**config.mk**
```make
export PLATFORM = sky130hd
export DESIGN_NAME = muldiv_unit
export DESIGN_NICKNAME = d
export VERILOG_FILES = /design/src/rtl/muldiv_unit.sv
export SDC_FILE = /design/constraint.sdc
export NUM_CORES = 1
export LEC_CHECK = 0
export CELL_PAD_IN_SITES_DETAIL_PLACEMENT = 1
export CELL_PAD_IN_SITES_GLOBAL_PLACEMENT = 1
export CORE_MARGIN = 5
export CORE_UTILIZATION = 40
export DETAILED_ROUTE_END_ITERATION = 10
export PLACE_DENSITY = 0.75
export RECOVER_POWER = 25
export SYNTH_ARGS = -nofsm -noshare
export SYNTH_HDL_FRONTEND = slang
export SYNTH_SLANG_ARGS = --single-unit
```
**constraint.sdc**
```tcl
create_clock -name clk -period 3 [get_ports clk]
set_input_delay 0.45 -clock clk [delete_from_list [all_inputs] [get_ports clk]]
set_output_delay 0.45 -clock clk [all_outputs]
set_load 0.02 [all_outputs]
```
**src/rtl/muldiv_unit.sv**
```systemverilog
// -----------------------------------------------------------------------------
// muldiv_unit
//
// Iterative multiply/divide unit with the architectural HI/LO registers. It
// sits in EX next to the ALU and receives the same rs/rt operands.
// MULT/MULTU/DIV/DIVU take one radix-2 step per cycle for WIDTH cycles, then
// one extra cycle for sign correction and the HI/LO write. MTHI/MTLO write
// HI/LO directly when the unit is idle.
//
// Ports:
//   clk    - clock, all state changes on the rising edge
//   rst_n  - asynchronous active-low reset (clears HI/LO and kills any op)
//   start  - operation request, sampled only while idle
//   op     - 0=MULT 1=MULTU 2=DIV 3=DIVU 4=MTHI 5=MTLO, 6/7 = no-op
//   opA    - rs: multiplicand / dividend / MTHI-MTLO source
//   opB    - rt: multiplier / divisor
//   abort  - pipeline flush; kills an in-flight op, blocks a start when idle
//   hi, lo - HI/LO registers (feed MFHI/MFLO through the ALU opA mux)
//   busy   - operation in flight; pipeline must stall HI/LO consumers
//   done   - one-cycle pulse, HI/LO were just written by a mul/div
// -----------------------------------------------------------------------------
module muldiv_unit #(
    parameter int WIDTH = 32
) (
    input  logic             clk,
    input  logic             rst_n,
    input  logic             start,
    input  logic [2:0]       op,
    input  logic [WIDTH-1:0] opA,
    input  logic [WIDTH-1:0] opB,
    input  logic             abort,
    output logic [WIDTH-1:0] hi,
    output logic [WIDTH-1:0] lo,
    output logic             busy,
    output logic             done
);

    localparam int CNT_W = $clog2(WIDTH);
    localparam logic [CNT_W-1:0] LAST_STEP = CNT_W'(WIDTH - 1);

    localparam logic [2:0] OP_MULT  = 3'd0;
    localparam logic [2:0] OP_MULTU = 3'd1;
    localparam logic [2:0] OP_DIV   = 3'd2;
    localparam logic [2:0] OP_DIVU  = 3'd3;
    localparam logic [2:0] OP_MTHI  = 3'd4;
    localparam logic [2:0] OP_MTLO  = 3'd5;

    typedef enum logic [1:0] {
        S_IDLE = 2'd0,
        S_ITER = 2'd1,
        S_FIN  = 2'd2
    } state_t;

    // Control state
    state_t           state_q, state_d;
    logic [CNT_W-1:0] cnt_q, cnt_d;
    logic             busy_q, busy_d;
    logic             done_q, done_d;

    // Iteration datapath:
    //   multiply: {acc, quo} is the running product, quo starts as |multiplier|,
    //             opd holds |multiplicand|.
    //   divide:   acc is the partial remainder, quo shifts the dividend out and
    //             the quotient in, opd holds |divisor|.
    logic [WIDTH-1:0] acc_q, acc_d;
    logic [WIDTH-1:0] quo_q, quo_d;
    logic [WIDTH-1:0] opd_q, opd_d;
    logic             is_div_q, is_div_d;
    logic             res_neg_q, res_neg_d;   // negate product / quotient
    logic             rem_neg_q, rem_neg_d;   // negate remainder (dividend < 0)

    // Architectural registers
    logic [WIDTH-1:0] hi_q, hi_d;
    logic [WIDTH-1:0] lo_q, lo_d;

    // Operand magnitudes for the signed ops. The most negative value maps to
    // itself, which is the correct magnitude when read as unsigned.
    logic             op_signed;
    logic             a_neg, b_neg, b_zero;
    logic [WIDTH-1:0] abs_a, abs_b;

    // One radix-2 step of each algorithm
    logic [WIDTH:0]   mul_sum;
    logic [WIDTH:0]   div_shift;
    logic [WIDTH:0]   div_trial;
    logic             div_ge;

    // Final sign correction
    logic [2*WIDTH-1:0] prod_mag, prod_fix;
    logic [WIDTH-1:0]   quo_fix, rem_fix;

    always_comb begin
        op_signed = ~op[0];
        a_neg     = op_signed & opA[WIDTH-1];
        b_neg     = op_signed & opB[WIDTH-1];
        b_zero    = (opB == '0);
        abs_a     = a_neg ? -opA : opA;
        abs_b     = b_neg ? -opB : opB;

        mul_sum   = {1'b0, acc_q} + (quo_q[0] ? {1'b0, opd_q} : '0);

        div_shift = {acc_q, quo_q[WIDTH-1]};
        div_ge    = (div_shift >= {1'b0, opd_q});
        div_trial = div_shift - {1'b0, opd_q};

        prod_mag  = {acc_q, quo_q};
        prod_fix  = res_neg_q ? -prod_mag : prod_mag;
        quo_fix   = res_neg_q ? -quo_q : quo_q;
        rem_fix   = rem_neg_q ? -acc_q : acc_q;
    end

    // Next-state logic
    always_comb begin
        // NOTE: every signal gets its hold value first, so no path through the
        // case below can leave one unassigned and infer a latch.
        state_d   = state_q;
        cnt_d     = cnt_q;
        acc_d     = acc_q;
        quo_d     = quo_q;
        opd_d     = opd_q;
        is_div_d  = is_div_q;
        res_neg_d = res_neg_q;
        rem_neg_d = rem_neg_q;
        hi_d      = hi_q;
        lo_d      = lo_q;
        done_d    = 1'b0;

        unique case (state_q)
            S_IDLE: begin
                if (start && !abort) begin
                    case (op)
                        OP_MTHI: hi_d = opA;
                        OP_MTLO: lo_d = opA;
                        OP_MULT, OP_MULTU, OP_DIV, OP_DIVU: begin
                            state_d  = S_ITER;
                            cnt_d    = '0;
                            acc_d    = '0;
                            is_div_d = op[1];
                            if (op[1]) begin
                                quo_d = abs_a;
                                opd_d = abs_b;
                            end else begin
                                quo_d = abs_b;
                                opd_d = abs_a;
                            end
                            // Divide by zero leaves the all-ones quotient of the
                            // restoring loop uncorrected, and the remainder
                            // path rebuilds opA exactly from |opA| and its sign.
                            res_neg_d = (a_neg ^ b_neg) & ~(op[1] & b_zero);
                            rem_neg_d = op[1] & a_neg;
                        end
                        default: ;
                    endcase
                end
            end

            S_ITER: begin
                if (abort) begin
                    state_d = S_IDLE;
                end else begin
                    if (is_div_q) begin
                        // Restoring step; the partial remainder always stays
                        // below the divisor, so WIDTH bits hold it.
                        acc_d = div_ge ? div_trial[WIDTH-1:0] : div_shift[WIDTH-1:0];
                        quo_d = {quo_q[WIDTH-2:0], div_ge};
                    end else begin
                        // Shift-add: add multiplicand on multiplier LSB, then
                        // shift the whole {acc, quo} pair right by one.
                        acc_d = mul_sum[WIDTH:1];
                        quo_d = {mul_sum[0], quo_q[WIDTH-1:1]};
                    end
                    cnt_d = cnt_q + CNT_W'(1);
                    if (cnt_q == LAST_STEP) begin
                        state_d = S_FIN;
                    end
                end
            end

            S_FIN: begin
                state_d = S_IDLE;
                if (!abort) begin
                    done_d = 1'b1;
                    if (is_div_q) begin
                        hi_d = rem_fix;
                        lo_d = is_div_q ? quo_fix : quo_fix;
                    end else begin
                        hi_d = prod_fix[2*WIDTH-1:WIDTH];
                        lo_d = prod_fix[WIDTH-1:0];
                    end
                end
            end

            default: state_d = S_IDLE;
        endcase

        busy_d = (state_d != S_IDLE);
    end

    // State registers. The datapath registers are reset along with control so
    // the whole unit comes out of reset in a known state.
    always_ff @(posedge clk or negedge rst_n) begin
        if (!rst_n) begin
            state_q   <= S_IDLE;
            cnt_q     <= '0;
            busy_q    <= 1'b0;
            done_q    <= 1'b0;
            acc_q     <= '0;
            quo_q     <= '0;
            opd_q     <= '0;
            is_div_q  <= 1'b0;
            res_neg_q <= 1'b0;
            rem_neg_q <= 1'b0;
            hi_q      <= '0;
            lo_q      <= '0;
        end else begin
            // NOTE: non-blocking assignments here so every flop samples the
            // values computed from the previous cycle, independent of order.
            state_q   <= state_d;
            cnt_q     <= cnt_d;
            busy_q    <= busy_d;
            done_q    <= done_d;
            acc_q     <= acc_d;
            quo_q     <= quo_d;
            opd_q     <= opd_d;
            is_div_q  <= is_div_d;
            res_neg_q <= res_neg_d;
            rem_neg_q <= rem_neg_d;
            hi_q      <= hi_d;
            lo_q      <= lo_d;
        end
    end

    assign hi   = hi_q;
    assign lo   = lo_q;
    assign busy = busy_q;
    assign done = done_q;

endmodule

```
Yosys cells after proc, flatten, opt, wreduce, memory -nomap -nowiden
Cells that the tools add are included.
- word-level logic and storage cells: 96
- register bits: 172
- input port bits: 71
- output and inout bits: 66
- reduce and logical (&&, ||, !) cells: 13
- equal/unequal tests: 14
- bitwise operators: 8
- add/subtract/negate cells: 8
- $lt $le $gt $ge: 1
- mux-type cells: 40
- operators by type and width (operator ; count):
    $mux 32 ; 24
    $pmux 32 s2 ; 4
    $neg 32->32 ; 4
    $mux 64 ; 1
    $neg 64->64 ; 1
    $add 32x32->33 ; 1
    $ge 33x32->1 ; 1
    $logic_not 32->1 ; 1
    $sub 32x32->32 ; 1
    $mux 5 ; 3
    $reduce_and 4->1 ; 3
    $pmux 5 s2 ; 1
    $mux 2 ; 4
    $eq 3x2->1 const B ; 2
    $eq 3x3->1 const B ; 2
    $ne 2x1->1 const B ; 3
    $ne 2x2->1 const B ; 3
    $reduce_bool 2->1 ; 3
    $add 5x1->5 const B ; 1
    $and 1x1->1 ; 5
    $eq 5x5->1 const B ; 1
    $pmux 2 s2 ; 1
    $reduce_or 4->1 ; 1
    $eq 3x1->1 const B ; 1
    other kinds (10) ; 12

Longest topological paths before layout
- depth in word-level cells: 7
- mapped depth: 13
- mapped depth without buffers: 12

Least setup slack after synthesis
OpenSTA, ideal clock, no wires.
- path type: reg2reg
- start point: reg quo_q[0]
- end point: reg hi_q[8], in the netlist hi[8]
- path buffers: 1
- arrival: 2.989 ns
- period minus slack after synthesis: 3.093 ns
- library setup time: 0.104 ns
- required time: 2.896 ns
- stages on the path, launching flop included: 11
- setup slack: -0.093 ns
- path through: dfrtp_1 > inv_1 > clkbuf_1 > ha_1 > or3b_2 > or2_2 > nor4_1 > nor2_1 > o41ai_1 > xor2_1 > a221oi_1
- cells in the longest elaborated chain, start to end: 5
- ends and longest elaborated chain (item ; RTL line ; source):
    start: declaration ; 66 ; logic [WIDTH-1:0] quo_q, quo_d;
    start signal: assignment ; 223 ; quo_q <= quo_d;
    $neg 64->64 ; 107 ; prod_fix = res_neg_q ? -prod_mag : prod_mag;
    $mux 64 ; 107 ;
    $mux 32 ; 183 ; if (is_div_q) begin
    $mux 32 ; 181 ; if (!abort) begin
    $pmux 32 s2 ; 128 ; unique case (state_q)
    end signal: assignment ; 228 ; hi_q <= hi_d;
    end: declaration ; 73 ; logic [WIDTH-1:0] hi_q, hi_d;
No other way between the ends. The select of a mux whose other input is x is not followed.
A chain may end at the register's enable or synchronous reset.

Worst setup path in the final report
- start point: reg quo_q[0]
- end point: reg acc_q[24]
- cells in the longest elaborated chain, start to end: 5
- ends and longest elaborated chain (item ; RTL line ; source):
    $mux 32 ; 100 ; mul_sum = {1'b0, acc_q} + (quo_q[0] ? {1'b0, opd_q} : '0);
    $add 32x32->33 ; 100 ;
    $mux 32 ; 161 ; if (is_div_q) begin
    $mux 32 ; 158 ; if (abort) begin
    $pmux 32 s2 ; 128 ;
    end signal: assignment ; 207 ; acc_q <= '0;
    end signal: assignment ; 222 ; acc_q <= acc_d;
    end: declaration ; 65 ; logic [WIDTH-1:0] acc_q, acc_d;
No other way between the ends. The select of a mux whose other input is x is not followed.

==> tab_implementation.tex <==
\begin{tabular}{lr}
\hline
Metric & Value \\
\hline
\multicolumn{2}{l}{\textbf{Die}} \\
\quad Height of the die & 210 um \\
\quad DIE WIDTH & about 210 um \\
\quad Core area & 39500 um\^{}2 \\
\quad Number of top-level pins & 137 \\
\quad Row count & 73 \\
\quad Starting density of the core & 40.3\% \\
\quad Area of the die & 43900 um\^{}2 \\
\multicolumn{2}{l}{\textbf{Route}} \\
\quad Detail Route Antenna Nets & 0 \\
\quad Drt via density & 6.38 \\
\quad Average wire per standard cell & 27.8 um \\
\quad Uppermost metal layer occupied by signal nets & met5 \\
\quad DR vias & 20000 \\
\quad Met3 wire len & about 8700 um \\
\quad DRC marker count from the first detailed-route iteration & 2008 \\
\quad Number of design rule violations left after detail routing & 0 \\
\quad First-pass detailed-route iteration total & 7 \\
\quad Met2 wire length & 38600 um \\
\quad Routed metal-1 wire length & around 36000 um \\
\quad Routed wire length & 87100 um \\
\multicolumn{2}{l}{\textbf{Yosys}} \\
\quad Net Count, Synth & 2232 \\
\quad Sequential share of the synthesized area & 27.0\% \\
\quad Number of flops mapped to enable cells by yosys & 0 \\
\quad Library cell occupying the most area in the post-synthesis netlist & dfrtp\_1 \\
\quad Summed instance area of the synthesized netlist & approximately 16000 um\^{}2 \\
\quad Synth area leaders & dfrtp\_1 27\%, a21oi\_1 5.8\%, ha\_1 5.5\%, nor2\_1 5.2\%, nand2\_1 5.0\% \\
\quad Count of different cell masters after synthesis & 86 \\
\quad Ys Warns & 0 \\
\quad Area share of the largest cell type after synthesis & 27.0\% \\
\quad Flip-flop and latch count after synthesis & $\sim$170 \\
\quad Share of flip-flops with an asynchronous set or reset & 100\% \\
\quad Most used DFF post-synth & dfrtp\_1 \\
\quad Per-instance average area after synthesis & 7.62 um\^{}2 \\
\quad Cells after Synth & between 2000 and 2500 \\
\multicolumn{2}{l}{\textbf{Min path}} \\
\quad Min-Delay Path Depth & 2 \\
\quad Origin of the worst min-delay path & hi[10] \\
\quad Classification of the worst-slack hold path & reg2reg \\
\multicolumn{2}{l}{\textbf{Run}} \\
\quad Reported max-cap violation count & 1 \\
\multicolumn{2}{l}{\textbf{Critical path}} \\
\quad First element of the critical path & quo\_q[0] \\
\quad WP data arrival & 3.56 ns \\
\quad Worst path cell trace & buf\_6 -> clkinv\_8 -> buf\_12 -> buf\_16 -> nor2\_4 -> ha\_4 -> a21o\_1 -> a21o\_1 -> a21oi\_2 -> o221a\_4 -> o31ai\_4 -> buf\_4 -> a2111o\_1 -> a31oi\_1 -> a31oi\_1 \\
\quad Worst r2r path cells & 15 \\
\quad Critical path's slowest cell & dfrtp\_1 \\
\quad Highest net fanout along the worst path & 8 \\
\quad Maximum cell stage delay along the critical path & 0.37 ns \\
\quad Crit Reg-Reg Startpoint & quo\_q[0] \\
\quad Worst setup slack for register-to-register paths & -0.23 ns \\
\quad Path type of the worst setup path & reg2reg \\
\quad Critical path endpoint category & flop \\
\quad Data required time of the worst path & 3.33 ns \\
\quad Setup crit start kind & flop \\
\multicolumn{2}{l}{\textbf{GRT}} \\
\quad GRT Residual Overflow & 0 \\
\quad Overall track demand over capacity in global routing & 36.4\% \\
\quad Largest net degree at the start of global routing & 80 \\
\quad Number of antenna violations at the first check in global routing & 2 \\
\quad First-pass GRT wire length & 124000 um \\
\quad Number of global-route vias before repair & between 15000 and 20000 \\
\multicolumn{2}{l}{\textbf{Power}} \\
\quad Overall power & 19.7 mW \\
\quad Power density relative to cell area & 844 nW/um\^{}2 \\
\quad Leak Pwr & 10.1 nW \\
\quad Worst-case vdd ir drop & between 0.5 and 0.6 mV \\
\multicolumn{2}{l}{\textbf{CTS}} \\
\quad Maximum level of the CTS H-tree & 4 \\
\quad Maximum clock path buffer count & 2 \\
\quad Clock tree from TritonCTS & done \\
\quad Total clock sinks & 172 \\
\quad Total clock buffers created by CTS & 17 \\
\quad Cell at the root of the clock tree & clkbuf\_16 \\
\quad Later-pin clock latency in the skew report & 0.47 ns \\
\quad Clock transition at the registers of the reported paths & $\sim$0.08 ns \\
\multicolumn{2}{l}{\textbf{Placement}} \\
\quad Cell Area, Placed & between 20000 and 25000 um\^{}2 \\
\quad IO Port Bufs & about 140 \\
\quad Final estimated routing congestion in global placement & 1.04 \\
\quad Worst setup slack after placement & -0.502 ns \\
\quad DPL Wire Length & 65300 um \\
\multicolumn{2}{l}{\textbf{STA}} \\
\quad Clock period minus worst slack & 3.23 ns \\
\quad Setup repair after global routing missed its margin & yes \\
\quad Hold Violations, Final & 0 \\
\quad Post-route clock period utilization & 108\% \\
\quad Worst setup slack after layout & -0.231 ns \\
\quad FMAX & just over 300 MHz \\
\quad Max-slew violations & just over 60 \\
\quad Worst-margin pin slew & about 1.8 ns \\
\quad Finish-stage setup viols & 22 \\
\quad Max-slew headroom & -17.2\% \\
\quad Setup clock skew after layout & 0.0139 ns \\
\multicolumn{2}{l}{\textbf{Cells and area}} \\
\quad Final net count & 2738 \\
\quad Filler cell count & 4745 \\
\quad Final non-filler cell area & 23400 um\^{}2 \\
\quad Layout cell share with drive strength beyond 1 & 30.1\% \\
\quad Synthesis-to-finish area growth & 46.7\% \\
\multicolumn{2}{l}{\textbf{Status}} \\
\quad Violated checks & max-capacitance violations, max-slew violations, negative setup slack \\
\quad Status & finished with violations \\
\hline
\end{tabular}
-- cells by family (layout without fill, tap and decap cells) --
group / count (synthesis) / after routing / share of synthesized area [%]
AOI/OAI and AO/OA: 666 / 666 / 26.8
xor gates and xnor gates: 154 / 154 / 8.47
adders and majority gates: 72 / 72 / 5.75
buffers and inverters: 213 / 732 / 5.10
DFF: 172 / 172 / 27.0
muxes: 82 / 82 / 5.23
other: 0 / 2 / 0
and+or+nand+nor: 730 / 730 / 21.6
-- area by class of cell --
cell class | count | area, um^2 | area share (%)
inverters | 74 | 293 | 1.25
diodes | 2 | 5.00 | 0.0214
well taps | 525 | 657 | 2.81
multi-input cells | 1704 | 12200 | 52.4
clock inverters | 12 | 105 | 0.450
repair buffers | 626 | 5330 | 22.8
clock buffers | 20 | 437 | 1.87
flip-flops and latches | 172 | 4310 | 18.4
-- power by group --
group	switching, mW	internal, mW
combinational	7.77	6.17
clock	1.12	1.09
sequential	0.680	2.90
-- critical path, delay by kind of cell, from the launching register on --
family | cells | cell delay, ns
flops | 1 | 0.37
simple gates | 1 | 0.15
fa+ha+maj | 1 | 0.24
compound gates | 8 | 1.63
buf+inv | 5 | 0.67
-- synth_stat cells (28+ instances only) --
cell type,count
nor2_1,222
nand2_1,212
a21oi_1,183
dfrtp_1,172
o21ai_0,155
clkbuf_1,119
xnor2_1,87
mux2i_1,72
inv_1,71
ha_1,70
xor2_1,67
nor3_1,60
o31ai_1,41
nand3_1,39
a21o_1,34
nor4_1,28
-- flip-flops by register name, indices dropped and copies added (netlist names), 2 cells and up --
name and cells:
acc_q 32, quo_q 32, cnt_q 5, hi 32, opd_q 32, state_q 2
lo 32
-- layer usage --
layer	global-route usage [%]	vias up
li1	-	8622
met1	49.9	9990
met2	55.2	1126
met3	8.95	266
met4	14.2	2
met5	0	-
-- path summary, 6_finish.rpt --
path                             endpoint
worst max-delay path            acc_q[24]
worst min-delay path               hi[10]
worst max register to register  acc_q[24]
worst min register to register     hi[10]
max in group asynchronous        cnt_q[1]
min in group asynchronous          hi[16]
-- through the flow --
stage	instances	setup TNS [ns]	hold slack, ns	util, %
after floorplan	2089	0	0.154	-
after global placement	3054	-10.59	0.463	52.9
after detailed placement	3054	-13.16	0.469	52.9
after CTS	3110	-0.444	0.482	56.2
after global routing	3133	-8.89	0.509	59.1
final	3135	-1.91	0.479	59.1
-- cells in the final DEF, fill, tap and decap left out, types with 18 or more instances in the layout --
cell,n
and3_1,18
clkdlybuf4s50_1,133
buf_4,452
o21ai_1,19
inv_1,57
o21ai_0,143
nor3_1,51
a21o_1,30
ha_1,37
nand2_1,201
o211ai_1,18
xor2_1,65
nand3_1,35
nand4_1,21
mux2i_1,70
a21oi_1,155
nor4_1,20
dfrtp_1,166
a31oi_1,24
nor2_1,194
nand2b_1,18
ha_4,27
nor2_2,18
a21oi_2,21
o31ai_1,37
xnor2_1,83
-- repair_timing --
item                                    in CTS  in global routing
hold buffers                                 1                  0
gates resized for setup                    114                213
endpoints found under the hold margin       24                  0
gates cloned                                 3                  0
pin swaps                                   53                 86
endpoints found under the setup margin      43                 69
setup buffers                               22                 28
Power figures use the tool's default switching activity.
